--- config.mk ---
export PLATFORM = sky130hd
export DESIGN_NAME = lsu_align
export DESIGN_NICKNAME = d
export VERILOG_FILES = /design/src/rtl/lsu_pkg.sv /design/src/rtl/byte_rotator.sv /design/src/rtl/lsu_align.sv
export SDC_FILE = /design/constraint.sdc
export NUM_CORES = 1
export LEC_CHECK = 0
export ABC_AREA = 1
export CORE_ASPECT_RATIO = 0.6
export CORE_MARGIN = 2
export CORE_UTILIZATION = 48
export DETAILED_ROUTE_END_ITERATION = 8
export PLACE_DENSITY = 0.86
export SLEW_MARGIN = 10
export SYNTH_ARGS = -nofsm -noshare
export SYNTH_HDL_FRONTEND = slang
export SYNTH_SLANG_ARGS = --single-unit
--- constraint.sdc ---
create_clock -name i_clk -period 2.95 [get_ports i_clk]
set_input_delay 0.59 -clock i_clk [delete_from_list [all_inputs] [get_ports i_clk]]
set_output_delay 0.59 -clock i_clk [all_outputs]
set_load 0.01 [all_outputs]
--- src/rtl/lsu_pkg.sv ---
// ============================================================================
// Module      : lsu_pkg
// Description : Shared funct3 codes, FSM state type, pending-load record and
//               the byte-lane mask helper for the load/store alignment unit.
// Revision    : 1.0 - initial release
// ============================================================================
`default_nettype none

package lsu_pkg;

    localparam logic [2:0] F3_LB  = 3'b000;
    localparam logic [2:0] F3_LH  = 3'b001;
    localparam logic [2:0] F3_LW  = 3'b010;
    localparam logic [2:0] F3_LBU = 3'b100;
    localparam logic [2:0] F3_LHU = 3'b101;

    typedef enum logic [0:0] {
        IDLE     = 1'b0,
        SPLIT_HI = 1'b1
    } state_t;

    typedef struct packed {
        logic       valid;
        logic [2:0] funct3;
        logic [1:0] off;
        logic       split;
    } pend_t;

    function automatic logic f3_is_valid(input logic [2:0] funct3);
        return (funct3 == F3_LB) || (funct3 == F3_LH) || (funct3 == F3_LW) ||
               (funct3 == F3_LBU) || (funct3 == F3_LHU);
    endfunction

    // Returns {lanes of W+1, lanes of W}; a non-zero upper nibble means split.
    function automatic logic [7:0] lane_mask(input logic [2:0] funct3, input logic [1:0] off);
        logic [3:0] lo;
        logic [3:0] hi;
        lo = 4'b0000;
        hi = 4'b0000;
        case (funct3)
            F3_LB, F3_LBU: lo = 4'b0001 << off;
            F3_LH, F3_LHU: begin
                if (off == 2'd3) begin
                    lo = 4'b1000;
                    hi = 4'b0001;
                end else begin
                    lo = 4'b0011 << off;
                end
            end
            F3_LW: begin
                lo = 4'b1111 << off;
                hi = ~lo;
            end
            default: ;
        endcase
        return {hi, lo};
    endfunction

endpackage

`default_nettype wire

--- src/rtl/byte_rotator.sv ---
// ============================================================================
// Module      : byte_rotator
// Description : 32-bit rotate by whole bytes (8*off), left or right.
// Revision    : 1.0 - initial release
// ============================================================================
`default_nettype none

module byte_rotator (
    input  logic [31:0] i_data,
    input  logic [1:0]  i_off,
    input  logic        i_right,
    output logic [31:0] o_data
);

    // A right rotate by k bytes is a left rotate by (4-k) mod 4 bytes.
    logic [1:0] w_amt;
    assign w_amt = i_right ? (2'd0 - i_off) : i_off;

    always_comb begin
        o_data = i_data;
        case (w_amt)
            2'd1:    o_data = {i_data[23:0], i_data[31:24]};
            2'd2:    o_data = {i_data[15:0], i_data[31:16]};
            2'd3:    o_data = {i_data[7:0],  i_data[31:8]};
            default: o_data = i_data;
        endcase
    end

endmodule

`default_nettype wire

--- src/rtl/lsu_align.sv ---
// ============================================================================
// Module      : lsu_align
// Description : RV32I load/store alignment between execute and word-addressed
//               dmem; splits word-crossing accesses into two dmem cycles.
// Revision    : 1.0 - initial release
// ============================================================================
`default_nettype none

module lsu_align
    import lsu_pkg::*;
#(
    parameter int WADDR_WIDTH = 11,
    parameter int DATA_WIDTH  = 32
) (
    input  logic                   i_clk,
    input  logic                   i_reset,
    input  logic                   i_valid,
    input  logic                   i_read,
    input  logic                   i_write,
    input  logic [2:0]             i_funct3,
    input  logic [31:0]            i_addr,
    input  logic [DATA_WIDTH-1:0]  i_wdata,
    output logic                   o_ready,
    output logic [WADDR_WIDTH-1:0] o_mem_addr,
    output logic [DATA_WIDTH-1:0]  o_mem_wdata,
    output logic                   o_mem_we,
    output logic [3:0]             o_mem_type,
    input  logic [DATA_WIDTH-1:0]  i_mem_rdata,
    output logic                   o_load_valid,
    output logic [DATA_WIDTH-1:0]  o_load_data
);

    state_t                 r_state;
    logic [2:0]             r_funct3;
    logic [1:0]             r_off;
    logic [WADDR_WIDTH-1:0] r_word;
    logic [DATA_WIDTH-1:0]  r_wdata;
    logic                   r_write;
    logic [3:0]             r_hi_mask;
    pend_t                  r_pend;
    logic [DATA_WIDTH-1:0]  r_hold;

    logic [1:0]             w_off;
    logic [WADDR_WIDTH-1:0] w_word;
    logic                   w_op;
    logic [7:0]             w_mask;
    logic                   w_split;
    logic [DATA_WIDTH-1:0]  w_wdata_rot;
    logic [DATA_WIDTH-1:0]  w_merged;
    logic [DATA_WIDTH-1:0]  w_rot;
    pend_t                  w_pend_next;
    logic                   w_unused_addr;

    assign w_off         = i_addr[1:0];
    assign w_word        = i_addr[WADDR_WIDTH+1:2];
    assign w_unused_addr = ^i_addr[31:WADDR_WIDTH+2];
    assign w_op          = i_valid & (i_read | i_write) & f3_is_valid(i_funct3);
    assign w_mask        = lane_mask(i_funct3, w_off);
    assign w_split       = w_op & (|w_mask[7:4]);

    byte_rotator u_store_rot (
        .i_data  (i_wdata),
        .i_off   (w_off),
        .i_right (1'b0),
        .o_data  (w_wdata_rot)
    );

    // Request side: reset suppresses any access, including a pending SPLIT_HI.
    always_comb begin
        o_ready     = 1'b1;
        o_mem_addr  = w_word;
        o_mem_wdata = w_wdata_rot;
        o_mem_we    = 1'b0;
        o_mem_type  = 4'b0000;
        w_pend_next = '0;
        if (!i_reset) begin
            if (r_state == SPLIT_HI) begin
                o_mem_addr  = r_word + WADDR_WIDTH'(1);
                o_mem_wdata = r_wdata;
                o_mem_we    = r_write;
                o_mem_type  = r_hi_mask;
                w_pend_next = '{valid: ~r_write, funct3: r_funct3, off: r_off, split: 1'b0};
            end else if (w_op) begin
                o_mem_type  = w_mask[3:0];
                o_mem_we    = i_write;
                o_ready     = ~w_split;
                w_pend_next = '{valid: ~i_write, funct3: i_funct3, off: w_off, split: w_split};
            end
        end
    end

    always_ff @(posedge i_clk) begin
        if (i_reset) begin
            r_state <= IDLE;
            r_pend  <= '0;
            r_hold  <= '0;
        end else begin
            r_pend <= w_pend_next;
            // Hold only lives for the one cycle between the two halves of a split load.
            r_hold <= (r_pend.valid & r_pend.split) ? i_mem_rdata : '0;
            case (r_state)
                IDLE: begin
                    if (w_split) begin
                        r_funct3  <= i_funct3;
                        r_off     <= w_off;
                        r_word    <= w_word;
                        r_wdata   <= w_wdata_rot;
                        r_write   <= i_write;
                        r_hi_mask <= w_mask[7:4];
                        r_state   <= SPLIT_HI;
                    end
                end
                SPLIT_HI: r_state <= IDLE;
                default:  r_state <= IDLE;
            endcase
        end
    end

    assign w_merged = r_hold | i_mem_rdata;

    byte_rotator u_load_rot (
        .i_data  (w_merged),
        .i_off   (r_pend.off),
        .i_right (1'b1),
        .o_data  (w_rot)
    );

    assign o_load_valid = r_pend.valid & ~r_pend.split & ~i_reset;

    always_comb begin
        case (r_pend.funct3)
            F3_LB:   o_load_data = {{24{w_rot[7]}},  w_rot[7:0]};
            F3_LH:   o_load_data = {{16{w_rot[15]}}, w_rot[15:0]};
            F3_LBU:  o_load_data = {24'h000000, w_rot[7:0]};
            F3_LHU:  o_load_data = {16'h0000,   w_rot[15:0]};
            default: o_load_data = w_rot;
        endcase
    end

endmodule

`default_nettype wire

Word-level counts from Yosys, hierarchy flattened
Cells that the tools add are included.
{"block": "totals", "regBits": 93, "out_inout_bits": 82, "input_bits": 104}
{"block": "classes", "reduce_logical": 12, "n_bitwise": 17, "addsub": 2, "n_mux": 24, "shift": 3, "n_eq_ne": 13}
{"op": "32-bit one-hot mux with 3 select lines", "count": 2}
{"op": "32-bit one-hot mux with 4 select lines", "count": 1}
{"op": "32-bit two-way mux", "count": 2}
{"op": "32-bit bitwise OR", "count": 1}
{"op": "11-bit two-way mux", "count": 2}
{"op": "4-bit two-way mux", "count": 4}
{"op": "7-bit two-way mux", "count": 2}
{"op": "3-bit == test (second input constant)", "count": 4}
{"op": "4-bit one-hot mux with 3 select lines", "count": 1}
{"op": "11-bit by 1-bit adder with 11-bit output (second input constant)", "count": 1}
{"op": "2-bit == test (second input constant)", "count": 4}
{"op": "1-bit two-way mux", "count": 8}
{"op": "1-bit inverter", "count": 8}
{"op": "4-bit one-hot mux with 2 select lines", "count": 1}
{"op": "1-bit bitwise AND", "count": 6}
{"op": "3-bit by 1-bit == test with 1-bit output (second input constant)", "count": 2}
{"op": "3-bit zero test", "count": 2}
{"op": "2-bit OR reduction", "count": 3}
{"op": "2-bit by 1-bit == test with 1-bit output (second input constant)", "count": 2}
{"op": "1-bit logical OR", "count": 4}
{"op": "4-bit inverter", "count": 1}
{"op": "4-bit OR reduction", "count": 1}
{"op": "1-bit by 2-bit left shift with 4-bit output (first input constant)", "count": 1}
{"op": "2-bit by 2-bit left shift with 4-bit output (first input constant)", "count": 1}
{"op": "other kinds (7)", "count": 7}

Longest topological paths before layout
Gate-level depths: netlist (run 1).
{"block": "depth", "ltp_word": 11, "ltp_mapped": 10, "mapped_depth_nobuf": 8}

Hierarchy
Synthesis (run 1) repeated with hierarchy kept, for this count alone.
{"block": "hier_totals", "hier_cells": 1096, "hier_area_um2": 7851.3}
{"mod": "lsu_align", "seq_area_each_um2": 2362.3, "instances": 1, "cells_each": 516, "area_per_inst_um2": 4240.3}
{"mod": "byte_rotator", "seq_area_each_um2": 0.0, "instances": 2, "cells_each": 290, "area_per_inst_um2": 1805.5}

Least setup slack after synthesis (run 1)
No wires, ideal clock.
{"block": "synth_timing", "kind": "input to register", "startpoint": "input port i_addr[1]", "endpoint": "register r_funct3[0] (enable)", "required_ps": 2544, "cell_stages": 6, "arrival_ps": 2386, "slack_ps": 158, "path_cell_list": "inv_1 > ha_1 > buf_2 > o21ai_0 > o21ai_2 > inv_1"}
{"block": "synth_via", "elab_chain_cells": 6, "word_cells_on_any_way": 8}
{"element": "start: declaration", "line_no": "lsu_align.sv:21", "text": "input logic [31:0] i_addr,"}
{"element": "2-bit == test or 4-bit by 2-bit left shift with 4-bit output (tied branches)", "line_no": "lsu_pkg.sv:43, lsu_pkg.sv:51"}
{"element": "1-bit two-way mux or 4-bit inverter (tied branches)", "line_no": "lsu_pkg.sv:43, lsu_pkg.sv:52"}
{"element": "4-bit one-hot mux with 2 select lines *", "line_no": "lsu_pkg.sv:40", "text": "case (funct3)"}
{"element": "via w_mask[4]", "line_no": "lsu_align.sv:46", "text": "logic [7:0] w_mask;"}
{"element": "4-bit OR reduction *", "line_no": "lsu_align.sv:59", "text": "assign w_split = w_op & (|w_mask[7:4]);"}
{"element": "1-bit bitwise AND *", "line_no": "lsu_align.sv:59"}
{"element": "3-bit AND reduction (no line) *"}
{"element": "end signal: assignment", "line_no": "lsu_align.sv:104", "text": "r_funct3 <= i_funct3;"}
{"element": "end: declaration", "line_no": "lsu_align.sv:34", "text": "logic [2:0] r_funct3;"}
The timed path passes the listed nets; every way through them passes the cells marked *.
A chain may end at the register's enable or synchronous reset.

Worst setup path in the final report (run 1)
{"block": "layout_timing", "startpoint": "input port i_mem_rdata[31]", "endpoint": "output port o_load_data[31]"}
{"block": "layout_via", "elab_chain_cells": 3}
{"element": "start: declaration", "line_no": "lsu_align.sv:28", "text": "input logic [DATA_WIDTH-1:0] i_mem_rdata,"}
{"element": "32-bit bitwise OR", "line_no": "lsu_align.sv:119", "text": "assign w_merged = r_hold | i_mem_rdata;"}
{"element": "32-bit one-hot mux with 3 select lines", "line_no": "byte_rotator.sv:21", "text": "case (w_amt)"}
{"element": "32-bit one-hot mux with 4 select lines", "line_no": "lsu_align.sv:131", "text": "case (r_pend.funct3)"}
{"element": "end: declaration", "line_no": "lsu_align.sv:30", "text": "output logic [DATA_WIDTH-1:0] o_load_data"}
No other way between the ends.

==> results of run 1 <==
## logic make-up after synthesis
logic type | after synthesis | synth area share
flops | 92 | 0.397
buf+inv | 130 | 0.100
fa+ha+maj | 7 | 0.0147
compound gates | 160 | 0.151
simple gates | 495 | 0.335
xor+xnor | 2 | 0.00294
## synthesized netlist by cell type (2+ instances only)
master     number
buf_6           7
buf_4           4
a31oi_1        40
inv_1          74
inv_2           5
o21ai_0        38
buf_2          32
nand3_4         2
o221ai_1        3
nand2_2         5
nand2_1       295
nor2_1        141
o211ai_1        2
xnor2_1         2
a21boi_0        2
o21ai_1         8
clkbuf_1        7
o22ai_1         2
nand4_1         4
nand3_1        35
ha_1            7
or2_2           7
o2111ai_1       2
dfxtp_1        40
a21oi_1        58
edfxtp_1       52
nor3_1          2
## critical path, delay by kind of cell
family / cells / cell delay [ns]
buffers and inverters: 4 / 1.22
AND/OR/NAND/NOR: 5 / 0.58
## path summary, 6_finish.rpt
path                                      start         endpoint
worst max-delay path            i_mem_rdata[31]  o_load_data[31]
worst max register to register          r_state        r_word[8]
worst min register to register      r_funct3[1]        r_pend[4]
worst min-delay path                r_funct3[1]        r_pend[4]
## flip-flops by register name, summed over array words and instances, names as in the netlist
| signal | cells |
|---|---|
| r_hi_mask | 3 |
| r_funct3 | 3 |
| r_write | 1 |
| r_pend | 7 |
| r_hold | 32 |
| r_wdata | 32 |
| r_word | 11 |
| r_state | 1 |
| r_off | 2 |
## routing by layer
metal | GRT usage | vias to the layer above | share of wire
met5 | 0 | - | 0
met1 | 0.451 | 3233 | 0.43
met2 | 0.449 | 536 | 0.41
met3 | 0.0924 | 79 | 0.13
li1 | - | 3336 | -
met4 | 0.0905 | 0 | 0.032
## repair_timing
item | CTS | global route
cloned | 4 | 2
gates resized for setup | 97 | 27
setup endpoints to repair | 63 | 21
pin swaps | 14 | 1
setup buffers | 7 | 12
## cell type report
cell class	count	area [µm²]	area share
well taps	165	206	0.0229
flip-flops and latches	92	2360	0.262
clock inverters	6	40.0	0.00445
inverters	80	300	0.0333
clock buffers	10	229	0.0254
multi-input cells	667	3290	0.365
repair buffers	265	2580	0.286
## power groups by stage
stage	clock, mW	combinational [mW]	sequential [mW]
2_1_floorplan	0	0.404	1.42
3_3_place_gp	0	0.934	1.42
3_5_place_dp	0	0.951	1.42
4_1_cts	1.08	0.975	1.39
5_1_grt	1.12	1.10	1.39
6_report	1.07	1.04	1.39
## stage by stage
stage / total power, mW / TNS, ns / setup slack (ns) / cell area, µm²
floorplan: 1.82 / 0 / 0.158 / 5950
global placement: 2.35 / -12.26 / -0.417 / 8220
detailed placement: 2.37 / -14.89 / -0.445 / 8220
CTS: 3.44 / -0.256 / -0.0647 / 8810
global route: 3.62 / -0.196 / -0.0960 / 9010
finish: 3.49 / -0.0305 / -0.0305 / 9010
==> impl_metrics.tcl, run 1 <==
set metrics [dict create \
    area_delta_synth_final_pct 51.4 \
    firstDrtPassIters 8 \
    ios 186 \
    hold_depth 2 \
    timing.critical_path.cells "clkdlybuf4s50_1 -> nor2_1 -> buf_4 -> inv_1 -> nand2_1 -> nand3_4 -> nand3_4 -> nand3_1 -> clkdlybuf4s50_1" \
    cts_buffers 9 \
    syn_inst 886 \
    power.switching_mw 1.04 \
    power_density_nw_per_um2 388 \
    clkTransAtPathRegs_ns 0.07 \
    criticalPathCategory "input pin to output port" \
    layout_commonest_cell "nand2_1" \
    synth-seq-area-share 0.397 \
    violations "negative setup slack" \
    cts-hold-fix-buffers 0 \
    cts.path.max_buffers 2 \
    antenna_found_initial 0 \
    synth_ff_type "edfxtp_1" \
    rrSetupSlack_ns 1.12 \
    yosys-top-cells-area "edfxtp_1 26%, nand2_1 19%, dfxtp_1 13%" \
    drv_cap 0 \
    synth_cell_types 37 \
    postRouteAntennaNets 0 \
    crit_required_ns 2.36 \
    slew_headroom 0.613 \
    placed_cells 1244 \
    outcome "complete, but fails checks" \
    syn_nets 997 \
    rows 31 \
    yosysWarnings 0 \
    layout_common_cells "294 x nand2_1, 136 x nor2_1, 103 x clkdlybuf4s50_1" \
    cts_sinks 92 \
    p_comb_frac 0.297 \
    power_leakage_nw 4.09 \
    cpMaxStageDelayCell "clkdlybuf4s50_1" \
    end_kind "output port" \
    min_period_ns 2.98 \
    synth_edf_count 52 \
    final_cells 1285 \
    clk_latency_ns 0.34 \
    critPathMaxFanout 7 \
    fin_ws_ns -0.0305 \
    cp-start-kind "input pin" \
    post-synth-top-area-fraction 0.262 \
    pwr-share-seq 0.398 \
    peakVddDrop_mv 0.322 \
    avgSynthCellArea_um2 6.72 \
    fillers 905 \
    drc_errors 0 \
    clock_power_share 0.305 \
    internal_power_mw 2.45 \
    slowest_delay_ns 0.55 \
    grt_usage 0.312 \
    cts_tree "yes" \
    grt_pass1_wl_mm 33.2 \
    slew_viol_final 0 \
    overflow 0 \
    worst-r2r-cell-count 8 \
    vias 7184 \
    cts_max_level 3 \
    rsz0062_at_grt "true" \
    synthArstFlopShare 0 \
    drt-wirelength-per-cell_um 16.8 \
    yosys.area.top_type "edfxtp_1" \
    drt_iter0_drc 992 \
    max_clock_freq_mhz 336 \
    syn_area_um2 5950 \
    min_path_type "flop to flop" \
    drive_above_1_share 0.162 \
    synth-seq-cells 92 \
    place_congestion 0.943 \
    nNetsFinal 1226 \
    utilization 0.747 \
    start_util 0.493 \
    grt_max_degree 35 \
    switching_share 0.298 \
    holdWs_ns 0.457 \
    clock-root-buffer "clkbuf_16" \
    fin_skew_ns 0.00661 \
    vias_per_cell 5.59 \
    final.period_utilization 1.01 \
    drt_wl_total_mm 21.5 \
    worst_pin_slew_ns 0.578 \
    setup_viol 1 \
    insertedDiodeCount 0 \
    hold_viol_final 0 \
    worstPathArrival_ns 2.39 \
    core_area_um2 12100 \
    die_w_um 148 \
    port_buffers 166 \
    place_hpwl_mm 14.6 \
    die_h_um 90.2 \
    grt_pass1_vias 6599 \
    dieArea_um2 13300 \
]
(Power assumes the default switching activity.)
==> run 2, diff against run 1 <==
--- a/config.mk
+++ b/config.mk
@@ -6,7 +6,7 @@
 export NUM_CORES = 1
 export LEC_CHECK = 0
 export ABC_AREA = 1
-export CORE_ASPECT_RATIO = 0.6
+export CORE_ASPECT_RATIO = 1.25
 export CORE_MARGIN = 2
 export CORE_UTILIZATION = 48
 export DETAILED_ROUTE_END_ITERATION = 8
==> impl_metrics.tcl, run 2 (same netlist as run 1, synthesis figures left out) <==
set metrics [dict create \
    final_cells 1254 \
    die_h_um 128 \
    cpMaxStageDelayCell "clkdlybuf4s50_1" \
    hold_viol_final 0 \
    cts-hold-fix-buffers 0 \
    grt_pass1_wl_mm 30.9 \
    grt_usage 0.284 \
    layout_common_cells "291 x nand2_1, 137 x nor2_1, 123 x clkdlybuf4s50_1" \
    slew_headroom 0.579 \
    drt_wl_total_mm 20.0 \
    power_density_nw_per_um2 404 \
    nNetsFinal 1195 \
    crit_required_ns 2.36 \
    cts_max_level 3 \
    die_w_um 104 \
    max_clock_freq_mhz 337 \
    core_area_um2 12100 \
    cts_sinks 92 \
    start_util 0.492 \
    power_mw 3.56 \
    holdWs_ns 0.445 \
    overflow 0 \
    fin_ws_ns -0.0190 \
    cts_tree "yes" \
    min_period_ns 2.97 \
    violations "negative setup slack" \
    worst_pin_slew_ns 0.626 \
    rsz0062_at_grt "true" \
    area_delta_synth_final_pct 48.0 \
    r2r_end "r_word[8]" \
    outcome "complete, but fails checks" \
    min_path_type "flop to flop" \
    fin_skew_ns 0.00659 \
    drive_above_1_share 0.140 \
    globalRouteMet1Util 0.341 \
    cts.path.max_buffers 2 \
    critPathMaxFanout 8 \
    placed_area_um2 8010 \
    power_leakage_nw 3.85 \
    setup_viol 4 \
    port_buffers 166 \
    final_cell_area_um2 8810 \
    grt_pass1_vias 6392 \
    drc_errors 0 \
    clock-root-buffer "clkbuf_16" \
    end_kind "output port" \
    rrSetupSlack_ns 1.32 \
    cp_common_cell "clkdlybuf4s50_1" \
    reg_top3 "r_hold (32), r_wdata (32), r_word (11)" \
    firstDrtPassIters 5 \
    ios 186 \
    hold_depth 2 \
    peakVddDrop_mv 0.253 \
    vias_per_cell 5.59 \
    criticalPathCategory "input pin to output port" \
    cp-start-kind "input pin" \
    cts_buffers 9 \
    fillers 873 \
    drv_cap 0 \
    clkTransAtPathRegs_ns 0.07 \
    dieArea_um2 13300 \
    grt-busiest-layer "met2" \
    postRouteAntennaNets 0 \
    antenna_found_initial 0 \
    grt_max_degree 44 \
    holdPathEnd "r_pend[4]" \
    place_hpwl_mm 12.7 \
    place_congestion 0.931 \
    layout_commonest_cell "nand2_1" \
    worstPathArrival_ns 2.38 \
    timing.critical_path.cells "clkdlybuf4s50_1 -> inv_1 -> nand2_1 -> o21ai_1 -> nand2_2 -> nand3_2 -> nand3_1 -> clkdlybuf4s50_1" \
    worst-r2r-cell-count 7 \
    drt-wirelength-per-cell_um 15.9 \
    drt_iter0_drc 686 \
    rr_startpoint "r_state" \
    use_met3 0.0557 \
    met2_usage 0.490 \
    hold_path.startpoint "r_funct3[1]" \
    vias 7012 \
    placed_cells 1217 \
    rows 45 \
    final.period_utilization 1.01 \
    clk_latency_ns 0.34 \
    slowest_delay_ns 0.55 \
    slew_viol_final 0 \
]
[run 2: cell count changes in the layout (fill, tap and decap cells not counted), moves of 7 or more]
cell and delta:
dlymetal6s2s_1 -7, buf_4 -33, clkdlybuf4s50_1 +20, dlygate4sd2_1 -24, a31oi_1 +7
[run 2: power by group]
group          leakage (nW)  switching (mW)  total [mW]  internal (mW)
Combinational          2.93           0.505       0.994          0.489
Sequential            0.778          0.0112        1.39           1.38
Clock                 0.147           0.515        1.17          0.660
[run 2: repair_timing]
item	CTS	global route
gates cloned	4	4
resized for setup	101	21
buffers inserted	9	3
endpoints found under the setup margin	51	32
pin swaps	16	2
[run 2: how the worst max path moves through the flow]
stage | start | end | cells after the start
2_1_floorplan | i_addr[1] | r_funct3[0] | 6
3_3_place_gp | i_addr[0] | o_mem_wdata[6] | 9
3_5_place_dp | i_addr[1] | o_mem_wdata[5] | 9
4_1_cts | i_mem_rdata[31] | o_load_data[26] | 8
5_1_grt | i_mem_rdata[23] | o_load_data[30] | 8
6_report | i_mem_rdata[23] | o_load_data[28] | 8
[run 2: layer usage]
metal,vias to the layer above,part of all wire
met5,-,0
met4,0,0.048
met3,81,0.11
met2,498,0.48
met1,3146,0.36
li1,3287,-
[run 2: stage by stage]
stage / util / TNS [ns] / setup WS, ns
2_1_floorplan: - / 0 / 0.158
3_3_place_gp: 0.662 / -8.66 / -0.316
3_5_place_dp: 0.662 / -10.34 / -0.415
4_1_cts: 0.715 / -0.0549 / -0.0217
5_1_grt: 0.727 / -0.867 / -0.0863
6_report: 0.727 / -0.0422 / -0.0190
[run 2: worst max-delay path, delay by kind of cell]
family	cells	cell delay [ns]
buffers and inverters	3	1.05
AND/OR/NAND/NOR	4	0.63
AO/OA/AOI/OAI	1	0.11
[run 2: cell type report]
| cell class | count | area [µm²] | area share |
|---|---|---|---|
| inverter | 80 | 303 | 0.0344 |
| sequential | 92 | 2360 | 0.269 |
| clock buffer | 10 | 229 | 0.0260 |
| antenna | 1 | 2.50 | 0.000284 |
| clock inverter | 6 | 63.8 | 0.00725 |
| tap | 164 | 205 | 0.0233 |
| multi-input combinational | 668 | 3260 | 0.371 |
| timing repair buffer | 233 | 2370 | 0.270 |
==> variant: new RTL, flow settings as in run 1 <==
Set the parameter `WADDR_WIDTH` to 10 (it was 11).
--- a/src/rtl/lsu_align.sv
+++ b/src/rtl/lsu_align.sv
@@ -9,7 +9,7 @@
 module lsu_align
     import lsu_pkg::*;
 #(
-    parameter int WADDR_WIDTH = 11,
+    parameter int WADDR_WIDTH = 10,
     parameter int DATA_WIDTH  = 32
 ) (
     input  logic                   i_clk,
Ports: changed (resized o_mem_addr); port bits go from 186 to 185. The function was not compared with the original's and may differ.
==> variant against run 1 <==
- register-to-register slack gained 0.25 ns
- sequential cell count fell by 1
- wire length is 10% lower
- first-iteration DRC count up 3.5%
- final cell count fell by 1.2%
- final area is 0.71% lower
- total power increased by 3.5%
- synthesized area up 1.5%
- setup slack improved by 0.13 ns
==> variant: results (changes against run 1) <==
run_status:
  run_status: "finished, final reports clean"  # was complete, but fails checks
synth:
  async_flop_share_pct: 0  # unchanged
  syn-num-nets: 990  # was 997
  synth_compound_area_share_pct: 14.6  # was 15.1%
  synth_commonest_cells: "258 x nand2_1, 117 x inv_1, 88 x o21ai_0"  # was 295 x nand2_1, 141 x nor2_1, 74 x inv_1
  ys_seq_area_share_pct: 38.6  # was 39.7%
  synthAdderAreaFrac_pct: 1.45  # was 1.47%
  synth.area.mux_share_pct: 0.331  # was 0%
  synth_edf_count: 51  # was 52
  synthFlopType: "edfxtp_1"  # unchanged
  yosys-top-cells-area: "edfxtp_1 25%, nand2_1 16%, dfxtp_1 13%, o21ai_0 7.3%, inv_1 7.3%"  # was edfxtp_1 26%, nand2_1 19%, dfxtp_1 13%, nor2_1 8.9%, a21oi_1 4.9%
  synth-xor-area-share_pct: 0.290  # was 0.294%
  ys_types: 39  # was 37
setup_path:
  cp.arrival_ns: 2.26  # was 2.39 ns
  slowest_stage: "clkdlybuf4s50_1"  # unchanged
  cp-startpoint: "i_mem_rdata[7]"  # was i_mem_rdata[31]
  r2r_start: "r_state"  # unchanged
  cpPeakStageDelay_ns: 0.44  # was 0.55 ns
  cp_max_fo: 4  # was 7
clock_tree:
  cts-htree-levels: 3  # unchanged
  cts-buffers-inserted: 9  # unchanged
  cts_root_buffer: "clkbuf_16"  # unchanged
  clock_latency_ns: 0.33
global_routing:
  grt_max_degree: 54  # was 35
  track_usage_pct: 27.7  # was 31.2%
  grtUsageMet1_pct: 40.3  # was 45.1%
  grt_use_met3_pct: 7.27  # was 9.24%
  first_global_vias: 6100  # was 6599
  grt_pass1_wl_microns: 30100  # was 33200 microns
  grt_util_met2_pct: 40.8  # was 44.9%
place:
  io_buffer_count: 164  # was 166
  place.gp.congestion: 0.927  # was 0.943
  place_ws_ns: -0.497  # was -0.445 ns
  hpwl_microns: 13900  # was 14600 microns
routing:
  drt-met1-wl_microns: 8880  # was 9230 microns
  dr.pass1.iters: 5  # was 8
  route.met3.wl_microns: 1990  # was 2740 microns
  wl_per_cell_microns: 15.3  # was 16.8 microns
  met2_length_microns: 8060  # was 8880 microns
  drtIter0Drc: 1027  # was 992
  vias: 6844  # was 7184
timing:
  worstMarginPinSlew_ns: 0.447  # was 0.578 ns
  worst_clock_skew_ns: 0.00404  # was 0.00661 ns
power:
  p_comb_share_pct: 27.2  # was 29.7%
  vdd_drop_max_mv: 0.334  # was 0.322 mV
  p_leak_nw: 4.37  # was 4.09 nW
  clockPowerShare_pct: 34.9  # was 30.5%
  p_seq_mw: 1.37
  internal_power_mw: 2.61  # was 2.45 mW
final_layout:
  fillers: 965  # was 905
  layout-drive-gt1-share_pct: 15.7  # was 16.2%
  reg_top3: "r_hold (32), r_wdata (32), r_word (10)"  # was r_hold (32), r_wdata (32), r_word (11)
  antenna_cells: 0  # unchanged
  layout.nets: 1211  # was 1226
min_path:
  hold_start: "r_funct3[1]"  # unchanged
  hold_path.class: "flip-flop to flip-flop"  # unchanged
variant: cell count changes after synthesis, moves of 32 or more:
cell            run 1  this run
a31oi_1            40         3
inv_1              74       117
nand2_1           295       258
nand3_1            35        67
nor2_1            141        68
o21ai_0            38        88
variant: worst paths after layout:
check                           cells past startpoint         endpoint  slack, ns
worst max register to register                      5        r_word[1]       1.37
worst max-delay path                                8  o_load_data[18]        0.1
worst min register to register                      2        r_pend[4]       0.46
worst min-delay path                                2        r_pend[4]       0.46
variant: cell type report:
cell class / instances / area [sq um] / area share [%]
well taps: 165 / 206 / 2.31
inverters: 123 / 464 / 5.19
flip-flops and latches: 91 / 2330 / 26.1
clock buffers: 10 / 230 / 2.57
multi-input cells: 618 / 3060 / 34.2
clock inverters: 6 / 95.1 / 1.06
repair buffers: 257 / 2550 / 28.5
variant: metrics by stage:
stage / setup TNS [ns] / cells / area, sq um
after floorplan: 0 / 879 / 6040
after global placement: -12.46 / 1241 / 8330
after detailed placement: -14.79 / 1241 / 8330
after CTS: 0 / 1261 / 8710
after global routing: -0.00703 / 1270 / 8940
final: 0 / 1270 / 8940
variant: kinds of logic (layout without fill, tap and decap cells):
family / Yosys count / in the layout
AO/OA/AOI/OAI: 166 / 166
XOR/XNOR: 2 / 2
adder cells (fa/ha/maj): 7 / 7
buffers and inverters: 172 / 396
flip-flops: 91 / 91
multiplexers: 2 / 2
AND/OR/NAND/NOR: 439 / 441
variant: what timing repair did:
item / 4_1_cts / 5_1_grt
gates cloned: 3 / 1
pin swaps: 1 / 4
setup endpoints to repair: 63 / 54
buffers inserted: 1 / 8
gates resized for setup: 53 / 65
variant: worst reg2reg max path: cells and delay by family (launching register included):
kind	cells	cell delay [ns]
buf+inv	3	0.56
simple gates	2	0.40
flops	1	0.33
